===== src/rtl/fp_align_pkg.sv =====
// Shared types and constants for the mantissa alignment unit.
// Build option: MANT_ALIGN_BARREL_EN selects a one-cycle barrel shifter
// instead of the iterative 1-bit/cycle shifter.
package fp_align_pkg;

  typedef enum logic [1:0] {
    ALIGN_IDLE  = 2'd0,
    ALIGN_SHIFT = 2'd1,
    ALIGN_DONE  = 2'd2
  } align_state_t;

  // Default aligned width: hidden bit + 23-bit fraction + guard/round/sticky.
  localparam int SIZE_MAN_DEF = 23;
  localparam int GRS_W        = 3;
  localparam int W            = SIZE_MAN_DEF + 1 + GRS_W;

  // Shifting past the full aligned width only feeds sticky, so cap the amount there.
  function automatic logic [31:0] clamp_shift(input logic [31:0] diff, input logic [31:0] lim);
    if (diff > lim) begin
      return lim;
    end else begin
      return diff;
    end
  endfunction

endpackage


===== src/rtl/mant_align_unit_sticky_shr.sv =====
// Combinational right shifter with sticky collection, used by the
// single-cycle alignment build (MANT_ALIGN_BARREL_EN).
// Bit 0 of the result is the OR of every bit shifted out plus the bit
// that lands in position 0, matching the iterative shifter exactly.
`ifdef MANT_ALIGN_BARREL_EN
module align_sticky_shr #(
  parameter int W  = 27,
  parameter int SW = 5
) (
  input  logic [W-1:0]  i_value,
  input  logic [SW-1:0] i_shift,
  output logic [W-1:0]  o_value,
  output logic          o_sticky
);

  logic [W-1:0] w_lost_mask;
  logic [W-1:0] w_shifted;

  // Mask of bits that fall off the bottom, shift them and fold sticky into bit 0.
  always_comb begin
    w_lost_mask = ~({W{1'b1}} << i_shift);
    w_shifted   = i_value >> i_shift;
    o_sticky    = |(i_value & w_lost_mask);
    o_value     = {w_shifted[W-1:1], w_shifted[0] | o_sticky};
  end

endmodule
`endif


===== src/rtl/mant_align_unit.sv =====
// Mantissa alignment stage for FP add/sub: selects greater/lesser mantissa
// from the exponent compare flag, left-justifies both into {man,G,R,S} and
// right-shifts the lesser one by the exponent difference with sticky.
// Build option: MANT_ALIGN_BARREL_EN -> shift done combinationally at capture
// (fixed 1-cycle latency); otherwise shifts 1 bit per cycle.
module mant_align_unit
  import fp_align_pkg::*;
#(
  parameter int SIZE_EXP = 8,
  parameter int SIZE_MAN = 23
) (
  input  logic                  i_clk,
  input  logic                  i_rst,
  input  logic                  i_valid,
  output logic                  o_ready,
  input  logic                  i_compare,
  input  logic [SIZE_EXP-1:0]   i_exp_less,
  input  logic [SIZE_EXP-1:0]   i_exp_greater,
  input  logic [SIZE_MAN:0]     i_man_a,
  input  logic [SIZE_MAN:0]     i_man_b,
  output logic                  o_valid,
  input  logic                  i_ready,
  output logic [SIZE_EXP-1:0]   o_exp_result,
  output logic [SIZE_MAN+3:0]   o_man_greater,
  output logic [SIZE_MAN+3:0]   o_man_less_align,
  output logic                  o_swap
);

  localparam int AW = SIZE_MAN + 1 + GRS_W;
  localparam int CW = $clog2(AW + 1);

  align_state_t r_state;
  align_state_t w_state_next;

  logic [SIZE_EXP-1:0] r_exp;
  logic [AW-1:0]       r_man_greater;
  logic [AW-1:0]       r_man_less;
  logic                r_swap;
  logic [CW-1:0]       r_count;

  logic [SIZE_EXP-1:0] w_diff;
  logic [CW-1:0]       w_count;
  logic [AW-1:0]       w_greater_just;
  logic [AW-1:0]       w_less_just;
  logic [AW-1:0]       w_less_capture;

  // Operand selection, left-justification and clamped shift amount.
  always_comb begin
    w_diff  = i_exp_greater - i_exp_less;
    w_count = CW'(clamp_shift(32'(w_diff), 32'(AW)));
    if (i_compare) begin
      w_greater_just = {i_man_b, {GRS_W{1'b0}}};
      w_less_just    = {i_man_a, {GRS_W{1'b0}}};
    end else begin
      w_greater_just = {i_man_a, {GRS_W{1'b0}}};
      w_less_just    = {i_man_b, {GRS_W{1'b0}}};
    end
  end

`ifdef MANT_ALIGN_BARREL_EN
  logic w_sticky_unused;

  align_sticky_shr #(
    .W  (AW),
    .SW (CW)
  ) u_sticky_shr (
    .i_value  (w_less_just),
    .i_shift  (w_count),
    .o_value  (w_less_capture),
    .o_sticky (w_sticky_unused)
  );
`else
  assign w_less_capture = w_less_just;
`endif

  // State register.
  always_ff @(posedge i_clk or posedge i_rst) begin
    if (i_rst) begin
      r_state <= ALIGN_IDLE;
    end else begin
      r_state <= w_state_next;
    end
  end

  // Next-state decode; a new operand is only taken in IDLE.
  always_comb begin
    w_state_next = r_state;
    case (r_state)
      ALIGN_IDLE: begin
        if (i_valid) begin
`ifdef MANT_ALIGN_BARREL_EN
          w_state_next = ALIGN_DONE;
`else
          w_state_next = (w_count == CW'(0)) ? ALIGN_DONE : ALIGN_SHIFT;
`endif
        end else begin
          w_state_next = ALIGN_IDLE;
        end
      end
      ALIGN_SHIFT: begin
        if (r_count <= CW'(1)) begin
          w_state_next = ALIGN_DONE;
        end else begin
          w_state_next = ALIGN_SHIFT;
        end
      end
      ALIGN_DONE: begin
        if (i_ready) begin
          w_state_next = ALIGN_IDLE;
        end else begin
          w_state_next = ALIGN_DONE;
        end
      end
      default: begin
        w_state_next = ALIGN_IDLE;
      end
    endcase
  end

  // Datapath: capture in IDLE, shift one bit per SHIFT cycle, hold otherwise.
  always_ff @(posedge i_clk or posedge i_rst) begin
    if (i_rst) begin
      r_exp         <= '0;
      r_man_greater <= '0;
      r_man_less    <= '0;
      r_swap        <= 1'b0;
      r_count       <= '0;
    end else begin
      case (r_state)
        ALIGN_IDLE: begin
          if (i_valid) begin
            r_exp         <= i_exp_greater;
            r_man_greater <= w_greater_just;
            r_man_less    <= w_less_capture;
            r_swap        <= i_compare;
`ifdef MANT_ALIGN_BARREL_EN
            r_count       <= '0;
`else
            r_count       <= w_count;
`endif
          end
        end
        ALIGN_SHIFT: begin
          // Bit 0 is sticky: it absorbs whatever falls out of position 1 and 0.
          r_man_less <= {1'b0, r_man_less[AW-1:2], r_man_less[1] | r_man_less[0]};
          r_count    <= r_count - CW'(1);
        end
        default: begin
          r_count <= r_count;
        end
      endcase
    end
  end

  assign o_ready          = (r_state == ALIGN_IDLE);
  assign o_valid          = (r_state == ALIGN_DONE);
  assign o_exp_result     = r_exp;
  assign o_man_greater    = r_man_greater;
  assign o_man_less_align = r_man_less;
  assign o_swap           = r_swap;

endmodule


===== config.mk =====
export PLATFORM = sky130hd
export DESIGN_NAME = mant_align_unit
export DESIGN_NICKNAME = d
export VERILOG_FILES = /design/src/rtl/fp_align_pkg.sv /design/src/rtl/mant_align_unit_sticky_shr.sv /design/src/rtl/mant_align_unit.sv
export SDC_FILE = /design/constraint.sdc
export NUM_CORES = 1
export LEC_CHECK = 0
export ABC_AREA = 1
export CORE_AREA = 8 8 118 109
export CTS_CLUSTER_SIZE = 20
export DETAILED_ROUTE_END_ITERATION = 16
export DIE_AREA = 0 0 126 117
export PLACE_DENSITY_LB_ADDON = 0.3
export SYNTH_ARGS = -nofsm -noshare
export SYNTH_HDL_FRONTEND = slang
export SYNTH_SLANG_ARGS = --single-unit

===== constraint.sdc =====
create_clock -name i_clk -period 1.9 [get_ports i_clk]
set_clock_uncertainty 0.05 [all_clocks]
set_input_delay 0.285 -clock i_clk [delete_from_list [all_inputs] [get_ports i_clk]]
set_output_delay 0.285 -clock i_clk [all_outputs]
set_load 0.005 [all_outputs]

==> flow_summary.toml, run 1 <==
[status]
status = "finished clean"

[power]
power_density_nw_per_um2 = 1410
power_leakage_nw = 2.62
ir_drop_v = 0.000582
p_total_w = 0.00819

[critical_path]
worstSetupPathType = "primary input to flip-flop"
path_cells = "dlygate4sd2_1 -> inv_2 -> ha_4 -> inv_2 -> fa_2 -> nand2_2 -> nand2_2 -> nand3b_1 -> nand2_2 -> nand3_2 -> nand2_2 -> nor2_4 -> nand2_1 -> nand2_1 -> nand3_1"
cp_common_cell = "nand2_2"
cp_slowest_cell = "fa_2"
max_stage_delay_ns = 0.35
cp.required_ns = 2.05
worst_setup_path_start_kind = "primary input"
cp-end-kind = "flip-flop"
critPathMaxFanout = 7
cp.arrival_ns = 1.98

[sta]
fmax_mhz = 547
tns_ns = 0
fin_crit_sh = 0.962
finalSetupViolCount = 0
min_period_ns = 1.83
hold_viol = 0
slew_violations = 0

[placed_design]
dp.cells = 748
dpl.hpwl_um = 8550
gp_congestion = 0.846
io_buffers = 130

[detailed_routing]
first_iter_violations = 221
firstDrtPassIters = 4
via_count = 3729
ant_nets = 0
routed_wirelength_um = 11900
via_per_inst = 4.87
drc = 0
routedWlPerCell_um = 15.5

[clock_tree]
clk_pin_slew_ns = 0.06
h-tree-depth = 3
cts_tree = "yes"
numClockSinks = 67
cts.path.max_buffers = 2
clock_latency_ns = 0.32
cts_root_buffer = "clkbuf_16"
cts_buffers = 9

[finish]
utilization = 0.526
final_common_cell = "nand2_1"
layout.nets = 705
antennaDiodeCount = 0
final_cell_mix = "nand2_1 (150), clkdlybuf4s50_1 (121), nor2_1 (76)"
areaGrowthSynthToFinish_pct = 57.7
stdcell_count = 766
drive_gt1_frac = 0.149

[synth]
synth_area_per_cell_um2 = 7.70
yosysWarningCount = 0
synth_edf_count = 0
netlist_instances = 477
async_reset_ff_frac = 1.00
yosysSeqAreaShare = 0.456
ys_ff_latch = 67
ys_types = 36
synth_area_um2 = 3670
ys.flop_type = "dfrtp_1"

[global_route]
grt_overflow = 0
grt_max_degree = 68
antenna_found_initial = 0
grt_pass1_wl_um = 18800
track_usage = 0.158
grt_pass1_vias = 3812

[floorplan]
die_w_um = 126
fp-row-count = 37
die_height_um = 117
start_util = 0.334
ioPinCount = 134
die_area_um2 = 14700
core_area_um2 = 11000

[job]
maxCapViolCount = 0

[hold_path]
hold_class = "primary input to flip-flop"
==> final timing paths <==
| check | start | end | depth (start not counted) | slack, ns |
|---|---|---|---|---|
| setup reg to reg | r_state[1] | o_man_less_align[17] | 7 | 0.31 |
| hold reg to reg | o_exp_result[5] | o_exp_result[5] | 2 | 0.44 |
| setup / recovery | i_exp_greater[0] | r_count[1] | 15 | 0.07 |
| max in group asynchronous | i_rst | o_man_greater[6] | 3 | 1.12 |
| hold / removal | i_exp_greater[3] | o_exp_result[3] | 3 | 0.24 |
| min in group asynchronous | i_rst | o_exp_result[2] | 3 | 0.37 |
==> routing by layer <==
| layer | global-route usage | up-vias | wire [µm] |
|---|---|---|---|
| li1 | - | 1852 | - |
| met1 | 0.195 | 1784 | 5370 |
| met2 | 0.268 | 89 | 5870 |
| met4 | 0.0416 | 0 | 82 |
| met5 | 0 | - | 0 |
| met3 | 0.0439 | 4 | 559 |
==> report_power, final <==
group	internal, W	switching, W
sequential	0.00214	0.000461
combinational	0.00203	0.00169
clock	0.00123	0.000637
==> cells by family (layout without fill, tap and decap cells) <==
logic type	count (synthesis)	after routing	synth area share
simple gates	267	267	0.294
flops	67	67	0.456
compound gates	65	65	0.123
buf+inv	62	213	0.0763
fa+ha+maj	11	11	0.0395
xor+xnor	3	3	0.00715
other cells	1	3	0.00102
mux	1	1	0.00272
==> through the flow <==
| step | instance area (µm²) | hold slack (ns) | worst slack (ns) |
|---|---|---|---|
| floorplan | 3690 | 0.345 | 0.00497 |
| global placement | 5260 | 0.414 | -0.474 |
| detailed placement | 5260 | 0.416 | -0.501 |
| CTS | 5660 | 0.385 | 0.00663 |
| global route | 5800 | 0.238 | -0.0116 |
| finish | 5800 | 0.235 | 0.0713 |
==> cell usage after synthesis, types with 2 or more instances <==
library cell | instances | share of area
dfrtp_1 | 67 | 0.46
clkbuf_8 | 2 | 0.0075
o311ai_1 | 2 | 0.0048
xor2_1 | 2 | 0.0048
clkbuf_1 | 9 | 0.0092
nor3_1 | 3 | 0.0041
buf_4 | 3 | 0.0061
nor2_1 | 78 | 0.080
o21ai_0 | 9 | 0.012
nand2_2 | 3 | 0.0051
buf_2 | 13 | 0.018
o311ai_0 | 21 | 0.050
nand3_1 | 10 | 0.014
ha_1 | 10 | 0.034
nand2_1 | 161 | 0.16
a31oi_1 | 25 | 0.043
nand3_2 | 2 | 0.0054
nand4_1 | 2 | 0.0034
o22ai_1 | 2 | 0.0034
nand3b_1 | 2 | 0.0041
nor2_4 | 2 | 0.0061
a21oi_1 | 3 | 0.0041
inv_1 | 33 | 0.034
==> registers in the layout, summed over array words and instances, names as in the netlist <==
| signal | cells |
|---|---|
| o_man_less_align | 27 |
| r_state | 2 |
| o_exp_result | 8 |
| o_man_greater | 24 |
| r_count | 5 |
| o_swap | 1 |
==> cell type report <==
cell class	instances	area [µm²]
clock buffer	11	253
clock inverter	5	83.8
fill	1024	5220
inverter	34	131
multi-input combinational	350	1900
sequential	67	1680
tap	136	170
timing repair buffer	163	1580
==> critical path, delay by kind of cell <==
kind                     cells  cell delay (ns)
AND/OR/NAND/NOR             10             0.86
adder cells (fa/ha/maj)      2             0.47
buffers and inverters        3             0.35
==> repair_timing <==
item / CTS / global route
hold buffers: 0 / 0
endpoints found under the setup margin: 7 / 7
gates resized for setup: 15 / 33
pin swaps: 12 / 21
setup buffers: 0 / 2
Power figures use the tool's default switching activity.
==> run 2: changes to the inputs <==
--- a/config.mk
+++ b/config.mk
@@ -11,6 +11,7 @@
 export DETAILED_ROUTE_END_ITERATION = 16
 export DIE_AREA = 0 0 126 117
 export PLACE_DENSITY_LB_ADDON = 0.3
+export REMOVE_ABC_BUFFERS = 1
 export SYNTH_ARGS = -nofsm -noshare
 export SYNTH_HDL_FRONTEND = slang
 export SYNTH_SLANG_ARGS = --single-unit
==> run 2 against run 1 <==
Effect of this change:
- global-route usage fell by 0.19 points
- hold slack got worse by 0.00084 ns
- via count is 0.32% lower
- first-iteration DRC count rose by 12%
- sequential cell count did not move
- die area unchanged
- combinational power is 2% lower
- non-clock buffer count down 2
- wire length decreased by 4.5%
- critical endpoint unchanged
==> flow_summary.toml, run 2 (synthesis gave the netlist of run 1 again) <==
[status]
status = "finished clean"

[sta]
fin_crit_sh = 0.952
fmax_mhz = 553
finalSetupViolCount = 0
min_period_ns = 1.81
hold_viol = 0
slew_violations = 0
whs_ns = 0.235

[job]
maxCapViolCount = 0

[floorplan]
ioPinCount = 134
fp-row-count = 37
die_area_um2 = 14700
core_area_um2 = 11000
die_height_um = 117
start_util = 0.334
die_w_um = 126

[finish]
antennaDiodeCount = 0
final_cell_mix = "nand2_1 (158), clkdlybuf4s50_1 (121), nor2_1 (78)"
stdcell_count = 762
final_area_um2 = 5660
utilization = 0.514
areaGrowthSynthToFinish_pct = 54.1
fillers = 1089
final_common_cell = "nand2_1"
layout.nets = 703
largest_register_ffs = 27
drive_gt1_frac = 0.123

[detailed_routing]
routed_wirelength_um = 11400
via_per_inst = 4.88
via_count = 3717
routedWlPerCell_um = 14.9
first_iter_violations = 248
drc = 0
ant_nets = 0
firstDrtPassIters = 4

[global_route]
grt_use_met1 = 0.188
grt_use_met2 = 0.257
top_usage_layer = "met2"
grt_overflow = 0
grt_pass1_wl_um = 18400
antenna_found_initial = 0
track_usage = 0.156
use_met3 = 0.0584
grt_pass1_vias = 3643
grt_max_degree = 68

[placed_design]
io_buffers = 130
dp.cells = 747
dpl.hpwl_um = 8290
dpl_cell_area_um2 = 5240
gp_congestion = 0.816

[clock_tree]
numClockSinks = 67
clk_pin_slew_ns = 0.05
hold_buffers = 0
cts_buffers = 9
cts_tree = "yes"
clock_latency_ns = 0.32
cts_root_buffer = "clkbuf_16"
cts.path.max_buffers = 2
h-tree-depth = 3

[critical_path]
critPathMaxFanout = 7
cp.arrival_ns = 1.97
cp.required_ns = 2.06
cp-end-kind = "flip-flop"
worstSetupPathType = "primary input to flip-flop"
worst_setup_path_start_kind = "primary input"

[power]
p_total_w = 0.00787
power_density_nw_per_um2 = 1390
power_leakage_nw = 2.58
ir_drop_v = 0.000583

[hold_path]
hold_class = "primary input to flip-flop"
[run 2: changes by cell type in the layout (fill, tap and decap cells not counted), sizes merged]
cell      previous run  this run
buf                 34        32
bufinv               2         1
clkinvlp             3         0
clkinv               0         2
[run 2: area by class of cell]
type / instances / area [µm²] / area share
timing repair buffer: 161 / 1550 / 0.274
clock inverter: 3 / 40.0 / 0.00707
multi-input combinational: 350 / 1850 / 0.327
sequential: 67 / 1680 / 0.296
tap: 136 / 170 / 0.0300
inverter: 34 / 128 / 0.0225
clock buffer: 11 / 243 / 0.0429
[run 2: final timing paths]
check | startpoint | to | slack, ns | cells after the start
worst max-delay path | i_exp_less[4] | r_count[1] | 0.09 | 14
worst min register to register | o_exp_result[6] | o_exp_result[6] | 0.43 | 2
max in group asynchronous | i_rst | o_man_less_align[1] | 1.19 | 3
worst min-delay path | i_exp_greater[2] | o_exp_result[2] | 0.23 | 3
min in group asynchronous | i_rst | o_exp_result[3] | 0.29 | 3
worst max register to register | r_state[1] | o_man_greater[13] | 0.32 | 6
[run 2: layer usage]
layer | up-vias | share of wire
li1 | 1835 | -
met1 | 1755 | 0.43
met2 | 115 | 0.47
met3 | 12 | 0.080
met4 | 0 | 0.014
met5 | - | 0
[run 2: repair_timing]
| item | 4_1_cts | 5_1_grt |
|---|---|---|
| hold endpoints to repair | 0 | 0 |
| setup endpoints to repair | 7 | 7 |
| setup buffers | 0 | 1 |
| resized for setup | 11 | 20 |
| pin swaps | 11 | 9 |
[run 2: critical path: stages]
cell and delay (ns):
clkdlybuf4s50_1 0.46, inv_1 0.07, ha_4 0.29, nand2_1 0.08, nor2_1 0.10, nand2_1 0.07
nand3_1 0.07, nand2_1 0.05, nand2_1 0.06, nand2_2 0.07, nor2_4 0.14, nand2_1 0.07
nand2_1 0.06, nand3_1 0.07
[run 2: metrics by stage]
step	setup TNS, ns	setup WS [ns]
after floorplan	-24.89	-0.454
after global placement	-2.80	-0.480
after detailed placement	-3.09	-0.516
after CTS	0	0.00699
after global routing	-0.0700	-0.0378
final	0	0.0910
[run 2: power breakdown]
| group | switching, W | total, W | internal [W] |
|---|---|---|---|
| logic | 0.00165 | 0.00364 | 0.00199 |
| registers | 0.000476 | 0.00262 | 0.00214 |
| clock network | 0.000581 | 0.00161 | 0.00103 |
==> run 3: changes to the inputs <==
--- a/config.mk
+++ b/config.mk
@@ -5,11 +5,12 @@
 export SDC_FILE = /design/constraint.sdc
 export NUM_CORES = 1
 export LEC_CHECK = 0
-export ABC_AREA = 1
+export ABC_AREA = 0
 export CORE_AREA = 8 8 118 109
 export CTS_CLUSTER_SIZE = 20
 export DETAILED_ROUTE_END_ITERATION = 16
 export DIE_AREA = 0 0 126 117
+export GPL_ROUTABILITY_DRIVEN = 0
 export PLACE_DENSITY_LB_ADDON = 0.3
 export REMOVE_ABC_BUFFERS = 1
 export SYNTH_ARGS = -nofsm -noshare
==> run 3 against run 2 <==
Effect of this change:
- register-to-register slack worse by 0.09 ns
- setup slack worse by 0.080 ns
- fmax down 4.3%
- first-iteration DRC count down 43%
- largest cell class unchanged
- cell area up 4.0%
- synthesized cell count down 21%
- power up 2.5%
- wire length up 1.6%
==> flow_summary.toml, run 3 <==
[clock_tree]
cts_tree = "yes"
cts.path.max_buffers = 2
clk_pin_slew_ns = 0.06
hold_buffers = 0
cts_buffers = 9
cts_root_buffer = "clkbuf_16"
clock_latency_ns = 0.32
h-tree-depth = 3
numClockSinks = 67

[sta]
hold_viol = 0
timing.final.ws_setup_ns = 0.0106
finalSetupViolCount = 0
rsz0062_at_grt = "true"
slew_violations = 0
fin_crit_sh = 0.994
fmax_mhz = 529
tns_ns = 0
min_period_ns = 1.89
whs_ns = 0.176

[detailed_routing]
via_count = 3333
routedWlPerCell_um = 17.3
drc = 0
via_per_inst = 4.99
first_iter_violations = 141
ant_nets = 0
routed_wirelength_um = 11500
firstDrtPassIters = 4

[floorplan]
ioPinCount = 134
die_w_um = 126
fp-row-count = 37
die_area_um2 = 14700
core_area_um2 = 11000
die_height_um = 117
start_util = 0.335

[global_route]
grt_overflow = 0
grt_pass1_wl_um = 18400
track_usage = 0.157
antenna_found_initial = 0
grt_pass1_vias = 3559
grt_max_degree = 57

[synth]
synth_area_per_cell_um2 = 9.81
synth_area_leader_cell = "dfrtp_1"
synth_edf_count = 0
netlist.area_leader.share = 0.454
synth_xor_area_frac = 0.0166
async_reset_ff_frac = 1.00
netlist_instances = 376
synth_fa_ha_area_frac = 0.0393
synthTopCellsByArea = "dfrtp_1 (45%), mux2i_1 (13%), nor2_1 (6.3%), a221o_1 (6.2%), a21oi_1 (4.2%)"
synth_most_common_cell = "dfrtp_1"
synth_area_um2 = 3690
synth_compound_area_frac = 0.159
synth_top_family_by_area = "compound AO/OA/AOI/OAI gates"
synthTopCellsByCount = "dfrtp_1 (67), nor2_1 (62), mux2i_1 (48)"
yosysWarningCount = 0
ys_types = 48
synthSimpleGateAreaFrac = 0.146
ys.flop_type = "dfrtp_1"
ys_ff_latch = 67
synthMuxAreaShare = 0.133
yosysSeqAreaShare = 0.454

[power]
power_density_nw_per_um2 = 1370
ir_drop_v = 0.000512
power_leakage_nw = 2.63

[critical_path]
max_stage_delay_ns = 0.38
cp.buffers_inverters = 3
worstSetupPathType = "primary input to flip-flop"
crit_family = "simple AND/OR/NAND/NOR gates"
cp.required_ns = 2.11
cp_slowest_cell = "fa_2"
cp-end-kind = "flip-flop"
worst_setup_path_start_kind = "primary input"
path_cells = "buf_6 -> inv_4 -> ha_4 -> inv_2 -> fa_2 -> a211oi_4 -> or3b_4 -> nand3_4 -> nor4b_4 -> a31o_2"
cp.arrival_ns = 2.10
critPathMaxFanout = 3

[placed_design]
io_buffers = 130
dp.cells = 649
dpl.hpwl_um = 8540
dpl_cell_area_um2 = 5320
place_ws_ns = -0.791

[finish]
areaGrowthSynthToFinish_pct = 59.6
layout.nets = 607
fillers = 970
drive_gt1_frac = 0.173
stdcell_count = 668
final_common_cell = "clkdlybuf4s50_1"
antennaDiodeCount = 0
largest_register_ffs = 27
final_cell_mix = "clkdlybuf4s50_1 (117), dfrtp_1 (67), nor2_1 (59)"
final_area_um2 = 5890

[hold_path]
hold_class = "primary input to asynchronous set/reset pin"

[status]
status = "finished clean"

[job]
maxCapViolCount = 0
## run 3: changes by cell type after synthesis, sizes merged, moves of 3 or more
cell / before / now
nor2b: 0 / 5
nor2: 81 / 62
o311ai: 23 / 0
inv: 34 / 14
a21oi: 3 / 32
a31oi: 25 / 1
nand2: 164 / 35
a221o: 0 / 23
nand3: 12 / 4
mux2i: 1 / 48
nor3b: 0 / 3
## run 3: final cells by class
cell class | instances | area (µm²) | area share
multi-input combinational | 270 | 2030 | 0.345
sequential | 67 | 1680 | 0.285
timing repair buffer | 165 | 1600 | 0.272
clock buffer | 10 | 239 | 0.0406
tap | 136 | 170 | 0.0289
clock inverter | 6 | 113 | 0.0191
inverter | 14 | 55.1 | 0.00935
## run 3: cells by family after synthesis
family / after synthesis
fa+ha+maj: 11
other cells: 1
buf+inv: 41
flops: 67
simple gates: 121
mux: 49
compound gates: 79
xor+xnor: 7
## run 3: repair_timing
action | CTS | global route
pin swaps | 15 | 17
setup buffers | 3 | 0
gates resized for setup | 39 | 20
endpoints found under the setup margin | 8 | 9
## run 3: path summary, 6_finish.rpt
check | cells after the start | startpoint | to | slack (ns)
max | 10 | i_exp_greater[0] | r_state[1] | 0.01
max in group asynchronous | 3 | i_rst | o_man_greater[9] | 1.01
min | 2 | i_rst | o_exp_result[7] | 0.18
min in group i_clk | 3 | i_exp_greater[2] | o_exp_result[2] | 0.24
max reg2reg | 4 | r_state[1] | r_count[3] | 0.23
min reg2reg | 2 | o_swap | o_swap | 0.42
## run 3: per-layer routing
layer | GRT usage | vias up | share of wire
li1 | - | 1630 | -
met1 | 0.179 | 1607 | 0.40
met2 | 0.284 | 90 | 0.52
met3 | 0.0448 | 6 | 0.061
met4 | 0.0440 | 0 | 0.011
met5 | 0 | - | 0
## run 3: where the power goes
part / total, W / switching [W] / internal [W]
Combinational: 0.00352 / 0.00148 / 0.00204
Clock: 0.00196 / 0.000641 / 0.00132
Sequential: 0.00258 / 0.000484 / 0.00210
## run 3: through the flow
stage,utilization,power [W]
3_5_place_dp,0.483,0.00603
2_1_floorplan,-,0.00394
5_1_grt,0.535,0.00861
6_report,0.535,0.00807
3_3_place_gp,0.483,0.00593
4_1_cts,0.528,0.00812
